<file path="src/rtl/cozy_fetch_sequencer.sv">
// cozy_fetch_sequencer: PC and instruction-fetch stage, fetches one word per insn and selects next PC on retire
module cozy_fetch_sequencer #(
   parameter int                    ADDR_WIDTH = 16,
   parameter logic [ADDR_WIDTH-1:0] RESET_PC   = '0,
   parameter logic [3:0]            BRANCH_OP  = 4'hE
) (
   input  logic                  clk,
   input  logic                  rst,
   output logic [ADDR_WIDTH-1:0] mem_addr,
   output logic                  mem_req,
   input  logic                  mem_ack,
   input  logic [15:0]           mem_rdata,
   output logic [15:0]           insn,
   output logic                  insn_valid,
   output logic [ADDR_WIDTH-1:0] pc,
   input  logic                  cond_true,
   input  logic                  exec_done,
   input  logic                  jump_en,
   input  logic [ADDR_WIDTH-1:0] jump_target,
   output logic                  branch_taken
);
   typedef enum logic {S_FETCH, S_EXEC} state_t;
   state_t                state_q, state_d;
   logic [ADDR_WIDTH-1:0] pc_q, pc_d, seq_pc, br_pc;
   logic [15:0]           insn_q, insn_d;
   logic                  br_q, br_d, retire, is_br;
   always_comb begin
      retire  = (state_q == S_EXEC) && exec_done;
      is_br   = (insn_q[15:12] == BRANCH_OP) && cond_true;
      seq_pc  = pc_q + ADDR_WIDTH'(1);
      br_pc   = seq_pc + {{(ADDR_WIDTH-9){insn_q[8]}}, insn_q[8:0]};
      pc_d    = retire ? (is_br ? br_pc : jump_en ? jump_target : seq_pc) : pc_q;
      br_d    = retire && (is_br || jump_en);
      insn_d  = (state_q == S_FETCH && mem_ack) ? mem_rdata : insn_q;
      state_d = (state_q == S_FETCH) ? (mem_ack ? S_EXEC : S_FETCH) : (exec_done ? S_FETCH : S_EXEC);
   end
   always_ff @(posedge clk) begin
      if (rst) begin
         state_q <= S_FETCH;
         pc_q    <= RESET_PC;
         insn_q  <= 16'h0000;
         br_q    <= 1'b0;
      end else begin
         state_q <= state_d;
         pc_q    <= pc_d;
         insn_q  <= insn_d;
         br_q    <= br_d;
      end
   end
   assign mem_req      = (state_q == S_FETCH) && !rst;
   assign mem_addr     = pc_q;
   assign pc           = pc_q;
   assign insn         = insn_q;
   assign insn_valid   = (state_q == S_EXEC);
   assign branch_taken = br_q;
endmodule

</file>
<file path="config.mk">
export PLATFORM = sky130hd
export DESIGN_NAME = cozy_fetch_sequencer
export DESIGN_NICKNAME = d
export VERILOG_FILES = /design/src/rtl/cozy_fetch_sequencer.sv
export SDC_FILE = /design/constraint.sdc
export NUM_CORES = 1
export LEC_CHECK = 0
export CAP_MARGIN = 30
export CORE_ASPECT_RATIO = 1.75
export CORE_MARGIN = 5
export CORE_UTILIZATION = 47
export DETAILED_ROUTE_END_ITERATION = 16
export PLACE_DENSITY = 0.81
export SYNTH_ARGS = -nofsm -noshare
export SYNTH_HDL_FRONTEND = slang
export SYNTH_SLANG_ARGS = --single-unit
</file>
<file path="constraint.sdc">
create_clock -name clk -period 3.3 [get_ports clk]
set_input_delay 0.825 -clock clk [delete_from_list [all_inputs] [get_ports clk]]
set_output_delay 0.825 -clock clk [all_outputs]
set_load 0.05 [all_outputs]
</file>
==> results of run 1 <==
==> routing by layer <==
layer | vias to the layer above | routed length [um] | global-route usage [%]
met3 | 47 | 736 | 5.55
met1 | 1324 | 3080 | 23.5
met4 | 0 | 532 | 14.6
li1 | 1413 | - | -
met2 | 158 | 4480 | 40.1
met5 | - | 0 | 0
==> synthesized netlist by cell type, drive strengths merged, types with 3 or more instances <==
library cell  instances  area, sq um
nand2                60          228
a21oi                35          179
dfxtp                34          681
nor2                 23         86.3
ha                   20          250
buf                  19          146
clkbuf               16         80.1
o21ai                12         60.1
o211ai               11         82.6
xnor2                11         96.3
inv                  10         37.5
xor2                 10         87.6
nand2b                9         56.3
nand3                 9         55.1
a21o                  8         60.1
nor3                  8         40.0
a211oi                5         37.5
a311oi                5         43.8
nand4                 5         31.3
mux2i                 4         40.0
nor4                  4         37.5
and3                  3         18.8
and4                  3         26.3
nor2b                 3         18.8
==> logic make-up after synthesis <==
logic type	synth area share, %
adders and majority gates	9.73
AOI/OAI and AO/OA	21.8
buffers and inverters	9.50
and+or+nand+nor	24.7
muxes	2.25
xor gates and xnor gates	7.43
DFF	24.5
==> worst max-delay path, delay by kind of cell (launching register included) <==
kind | cells | cell delay (ps)
AND/OR/NAND/NOR | 6 | 1610
flip-flops | 1 | 460
AO/OA/AOI/OAI | 2 | 510
adder cells (fa/ha/maj) | 1 | 240
XOR/XNOR | 1 | 280
==> flip-flops by register name, summed over array words and instances, names as in the netlist <==
signal        flops
insn             16
branch_taken      1
insn_valid        1
mem_addr         16
==> how the worst max path moves through the flow <==
stage,cells past startpoint,endpoint,slack [ps],startpoint
3_5_place_dp,12,mem_addr[15]$_SDFFE_PP0P_,60,mem_addr[0]$_SDFFE_PP0P_
5_1_grt,12,mem_addr[15]$_SDFFE_PP0P_,5,mem_addr[0]$_SDFFE_PP0P_
3_3_place_gp,12,mem_addr[15]$_SDFFE_PP0P_,140,mem_addr[0]$_SDFFE_PP0P_
4_1_cts,12,mem_addr[15]$_SDFFE_PP0P_,7,mem_addr[0]$_SDFFE_PP0P_
6_report,10,mem_addr[12]$_SDFFE_PP0P_,120,mem_addr[3]$_SDFFE_PP0P_
2_1_floorplan,13,mem_addr[15]$_SDFFE_PP0P_,80,mem_addr[0]$_SDFFE_PP0P_
==> metrics by stage <==
step / utilization (%) / setup WS, ps / area (sq um) / hold slack (ps) / std cells
finish: 64.4 / 119 / 3760 / 461 / 513
global route: 64.4 / 5.13 / 3760 / 489 / 513
CTS: 64.3 / 6.73 / 3750 / 463 / 513
detailed placement: 62.6 / 61.1 / 3650 / 449 / 505
global placement: 62.6 / 141 / 3650 / 442 / 505
floorplan: - / 80.4 / 2780 / 675 / 359
==> area by class of cell <==
class | count | area (sq um) | area share [%]
Inverter | 10 | 37.5 | 0.999
Timing Repair Buffer | 103 | 1000 | 26.7
Clock buffer | 6 | 82.6 | 2.20
Clock inverter | 2 | 16.3 | 0.433
Multi-Input combinational cell | 280 | 1840 | 49.0
Tap cell | 78 | 97.6 | 2.60
Sequential cell | 34 | 681 | 18.1
==> power by group through the flow <==
stage          Clock (mW)  Combinational, mW  Sequential (mW)
2_1_floorplan           0              0.190            0.540
4_1_cts             0.355              0.404            0.459
3_3_place_gp            0              0.397            0.467
5_1_grt             0.370              0.429            0.462
3_5_place_dp            0              0.402            0.468
6_report            0.348              0.404            0.459
==> impl_metrics.ini, run 1 <==
[synthesis]
synth-seq-area-share_pct = 24.5
syn-num-nets = 418
ys_warn_count = 0
synth_cells = 359
syn_avg_cell_area_sq_um = 7.74
ys_ff_latch = 34
ys.flop_type = dfxtp_1
synth_cell_types = 56
syn_area_sq_um = 2780
synthArstFlopShare_pct = 0
synth_edf_count = 0

[floorplanning]
die_y_um = 112
rows = 37
coreArea_sq_um = 5830
start_util_pct = 47.6
pin_count = 89
die-area_sq_um = 7610
dieWidth_um = 68.1

[setup_path]
start_kind = register
criticalPathCategory = reg2reg
ff2ff_path_depth = 10
crit_path_frequent_cell = or3b_1
ff2ff_setup_slack_ps = 120
cp.required_ps = 3520
timing.rr.start = mem_addr[3]$_SDFFE_PP0P_
reg2reg_to = mem_addr[12]$_SDFFE_PP0P_
max_stage_delay_ps = 460
path_cells = nand4_1 > nor2_1 > xor2_1 > ha_1 > nand2_1 > a211o_1 > and2_4 > or3b_1 > or3b_1 > a31oi_1
crit_fanout = 6
cp_slowest_cell = dfxtp_1
arrival_ps = 3410
worstSetupEndpointType = register

[clock_tree]
clock-root-buffer = clkbuf_8
post_cts_buffers = 0
clkTransAtPathRegs_ps = 80
clk_latency_ps = 290
cts.repair.resized = 0
cts_hold_buf = 0
cts_tree = built
clk_path_buf_depth = 2
htreeDepth = 2
cts_buffers = 5
cts.sinks = 34

[power]
vdd_ir_drop_max_v = 0.000276
seq_power_share_pct = 37.9
power_frac_clock_pct = 28.7
switching_share_pct = 36.6
p_total_mw = 1.21
power_frac_comb_pct = 33.4
p_per_area_nw_per_um2 = 322
intPower_mw = 0.768
power.leakage_nw = 1.47
switchingPower_mw = 0.442

[detailed_routing]
wl_per_cell_um = 17.2
drt-initial-drc-count = 160
drc = 0
dr.pass1.iters = 5
drt-total-wl_mm = 8.83
ant_nets = 0
avgViaCountPerCell = 5.73
dr_total_vias = 2942

[place]
gp_congestion = 0.935
dp_hpwl_mm = 6.92
io_buffers = 88

[cells_and_area]
layout_commonest_cell = clkdlybuf4s50_1
fillers = 525
fin_nets = 493
final_cell_mix = 87 x clkdlybuf4s50_1, 59 x nand2_1, 34 x a21oi_1, 34 x dfxtp_1, 23 x nor2_1
drive_gt1_share_pct = 8.05
diodes = 0
syn_to_final_growth_pct = 35.3

[sta]
fin_crit_ps = 3180
tns_ps = 0
slew_violations = 0
hold_violations = 0
grt_setup_unrepaired = no
fmax_mhz = 314
setup_viol = 0
finalCritPeriodShare_pct = 96.4
relSlewSlack_pct = 59.7
finClkSkew_ps = 3.68
worst_pin_slew_ps = 603

[global_routing]
grt_pass1_vias = 2852
gr-total-overflow = 0
grt_max_degree = 37
grt_pass1_wl_mm = 13.5
grt_use_total_pct = 23.1
antenna_found_initial = 0

[hold_path]
min_from = insn[9]$_SDFFE_PP0P_
holdPathStages = 2
worst_hold_path.endpoint = insn[9]$_SDFFE_PP0P_
hp-class = reg2reg

[run]
max_cap_viol_count = 0

[outcome]
status = complete, no violations
(Power assumes the default switching activity.)
==> inputs of run 2 (changes only) <==
==> constraint.sdc (replaced) <==
create_clock -name clk -period 3.6 [get_ports clk]
set_input_delay 0.9 -clock clk [delete_from_list [all_inputs] [get_ports clk]]
set_output_delay 0.9 -clock clk [all_outputs]
set_load 0.05 [all_outputs]
==> run 2 against run 1 <==
  * Design area fell by 2.2%
  * Wire length fell by 3.5%
  * Clock skew rose by 3.7 ps
==> impl_metrics.ini, run 2 (synthesis results as in run 1) <==
[cells_and_area]
instances_no_fill = 504
syn_to_final_growth_pct = 32.3
diodes = 0
layout_commonest_cell = clkdlybuf4s50_1
final_cell_mix = 87 x clkdlybuf4s50_1, 59 x nand2_1, 34 x a21oi_1, 34 x dfxtp_1, 23 x nor2_1
drive_gt1_share_pct = 5.63
fin_nets = 484

[setup_path]
cp.required_ps = 3800
path_cells = ha_1 > nand3_1 > nor2_1 > nand2_1 > xnor2_1 > ha_1 > a21o_1 > o21bai_1 > a2111oi_0 > a21o_1 > a21oi_1 > o31ai_1
arrival_ps = 3610
crit_fanout = 7
cp_slowest_cell = a2111oi_0
max_stage_delay_ps = 630
cp_top_family = compound AO/OA/AOI/OAI gates
start_kind = register
criticalPathCategory = reg2reg
worstSetupEndpointType = register
crit_buf_inv = 0

[detailed_routing]
avgViaCountPerCell = 5.67
routed-wl-met2_mm = 4.44
dr.pass1.iters = 4
dr_total_vias = 2858
drt-initial-drc-count = 184
highest_layer = met4
wl_per_cell_um = 16.9
drc = 0
wl_met1_mm = 3.04
dr_wl_met3_um = 647
drt-total-wl_mm = 8.52
ant_nets = 0

[sta]
relSlewSlack_pct = 38.9
grt_setup_unrepaired = no
hold_violations = 0
finClkSkew_ps = 7.39
fin_crit_ps = 3410
tns_ps = 0
fmax_mhz = 294
finalCritPeriodShare_pct = 94.6
slew_violations = 0
whs_ps = 461
worst_pin_slew_ps = 914
setup_viol = 0

[global_routing]
gr-total-overflow = 0
grt_max_degree = 37
antenna_found_initial = 0
grt_pass1_vias = 2943
grt_pass1_wl_mm = 13.4
grt_use_total_pct = 22.8

[clock_tree]
cts.repair.resized = 0
cts_buffers = 5
htreeDepth = 2
clk_path_buf_depth = 2
clock-root-buffer = clkbuf_8
cts_tree = built
clk_latency_ps = 290
clkTransAtPathRegs_ps = 70
cts_hold_buf = 0
post_cts_buffers = 0
cts.sinks = 34

[power]
vdd_ir_drop_max_v = 0.000254
p_per_area_nw_per_um2 = 296
power.leakage_nw = 1.42

[floorplanning]
die_y_um = 112
dieWidth_um = 68.1
pin_count = 89
rows = 37
start_util_pct = 47.6
die-area_sq_um = 7610
coreArea_sq_um = 5830

[place]
io_buffers = 88
dp_cells = 496
gp_congestion = 0.914
dp_hpwl_mm = 6.67

[hold_path]
hp-class = reg2reg

[outcome]
status = complete, no violations

[run]
max_cap_viol_count = 0
[run 2: changes by cell type in the layout (fill, tap and decap cells not counted), sizes merged]
cell      change
buf           -9
clkbuf        +1
clkinv        +1
clkinvlp      -1
inv           -1
[run 2: layout make-up]
class / count / area, sq um
repair buffers: 94 / 936
clock inverters: 1 / 5.00
fillers: 547 / 2160
clock buffers: 7 / 86.3
multi-input cells: 280 / 1830
inverters: 10 / 37.5
well taps: 78 / 97.6
flip-flops and latches: 34 / 681
[run 2: metrics by stage]
stage          area [sq um]  utilization, %  power [mW]  setup slack (ps)
2_1_floorplan          2780               -       0.670               380
3_3_place_gp           3580            61.5       0.786               395
3_5_place_dp           3580            61.5       0.792               283
4_1_cts                3680            63.0        1.09               263
5_1_grt                3680            63.0        1.14              61.5
6_report               3680            63.0        1.09               194
[run 2: tightest hold or removal path: stages (launching register included)]
cell and delay (ps):
dfxtp_1 320, nand2_1 50, a21oi_1 50
[run 2: routing by layer]
metal | track usage, % | vias to the layer above
li1 | - | 1398
met4 | 11.6 | 0
met5 | 0 | -
met1 | 23.1 | 1296
met2 | 41.0 | 129
met3 | 5.45 | 35
[run 2: worst paths after layout]
path / from / to / slack (ps) / depth (start not counted)
setup / recovery: mem_addr[0]$_SDFFE_PP0P_ / mem_addr[15]$_SDFFE_PP0P_ / 190 / 12
hold / removal: insn[11]$_SDFFE_PP0P_ / insn[11]$_SDFFE_PP0P_ / 460 / 2
setup reg to reg: mem_addr[0]$_SDFFE_PP0P_ / mem_addr[15]$_SDFFE_PP0P_ / 190 / 12
hold reg to reg: insn[11]$_SDFFE_PP0P_ / insn[11]$_SDFFE_PP0P_ / 460 / 2
[run 2: power by group]
group / total (mW) / switching (mW) / internal [mW]
Clock: 0.303 / 0.148 / 0.155
Sequential: 0.425 / 0.0288 / 0.396
Combinational: 0.359 / 0.212 / 0.147
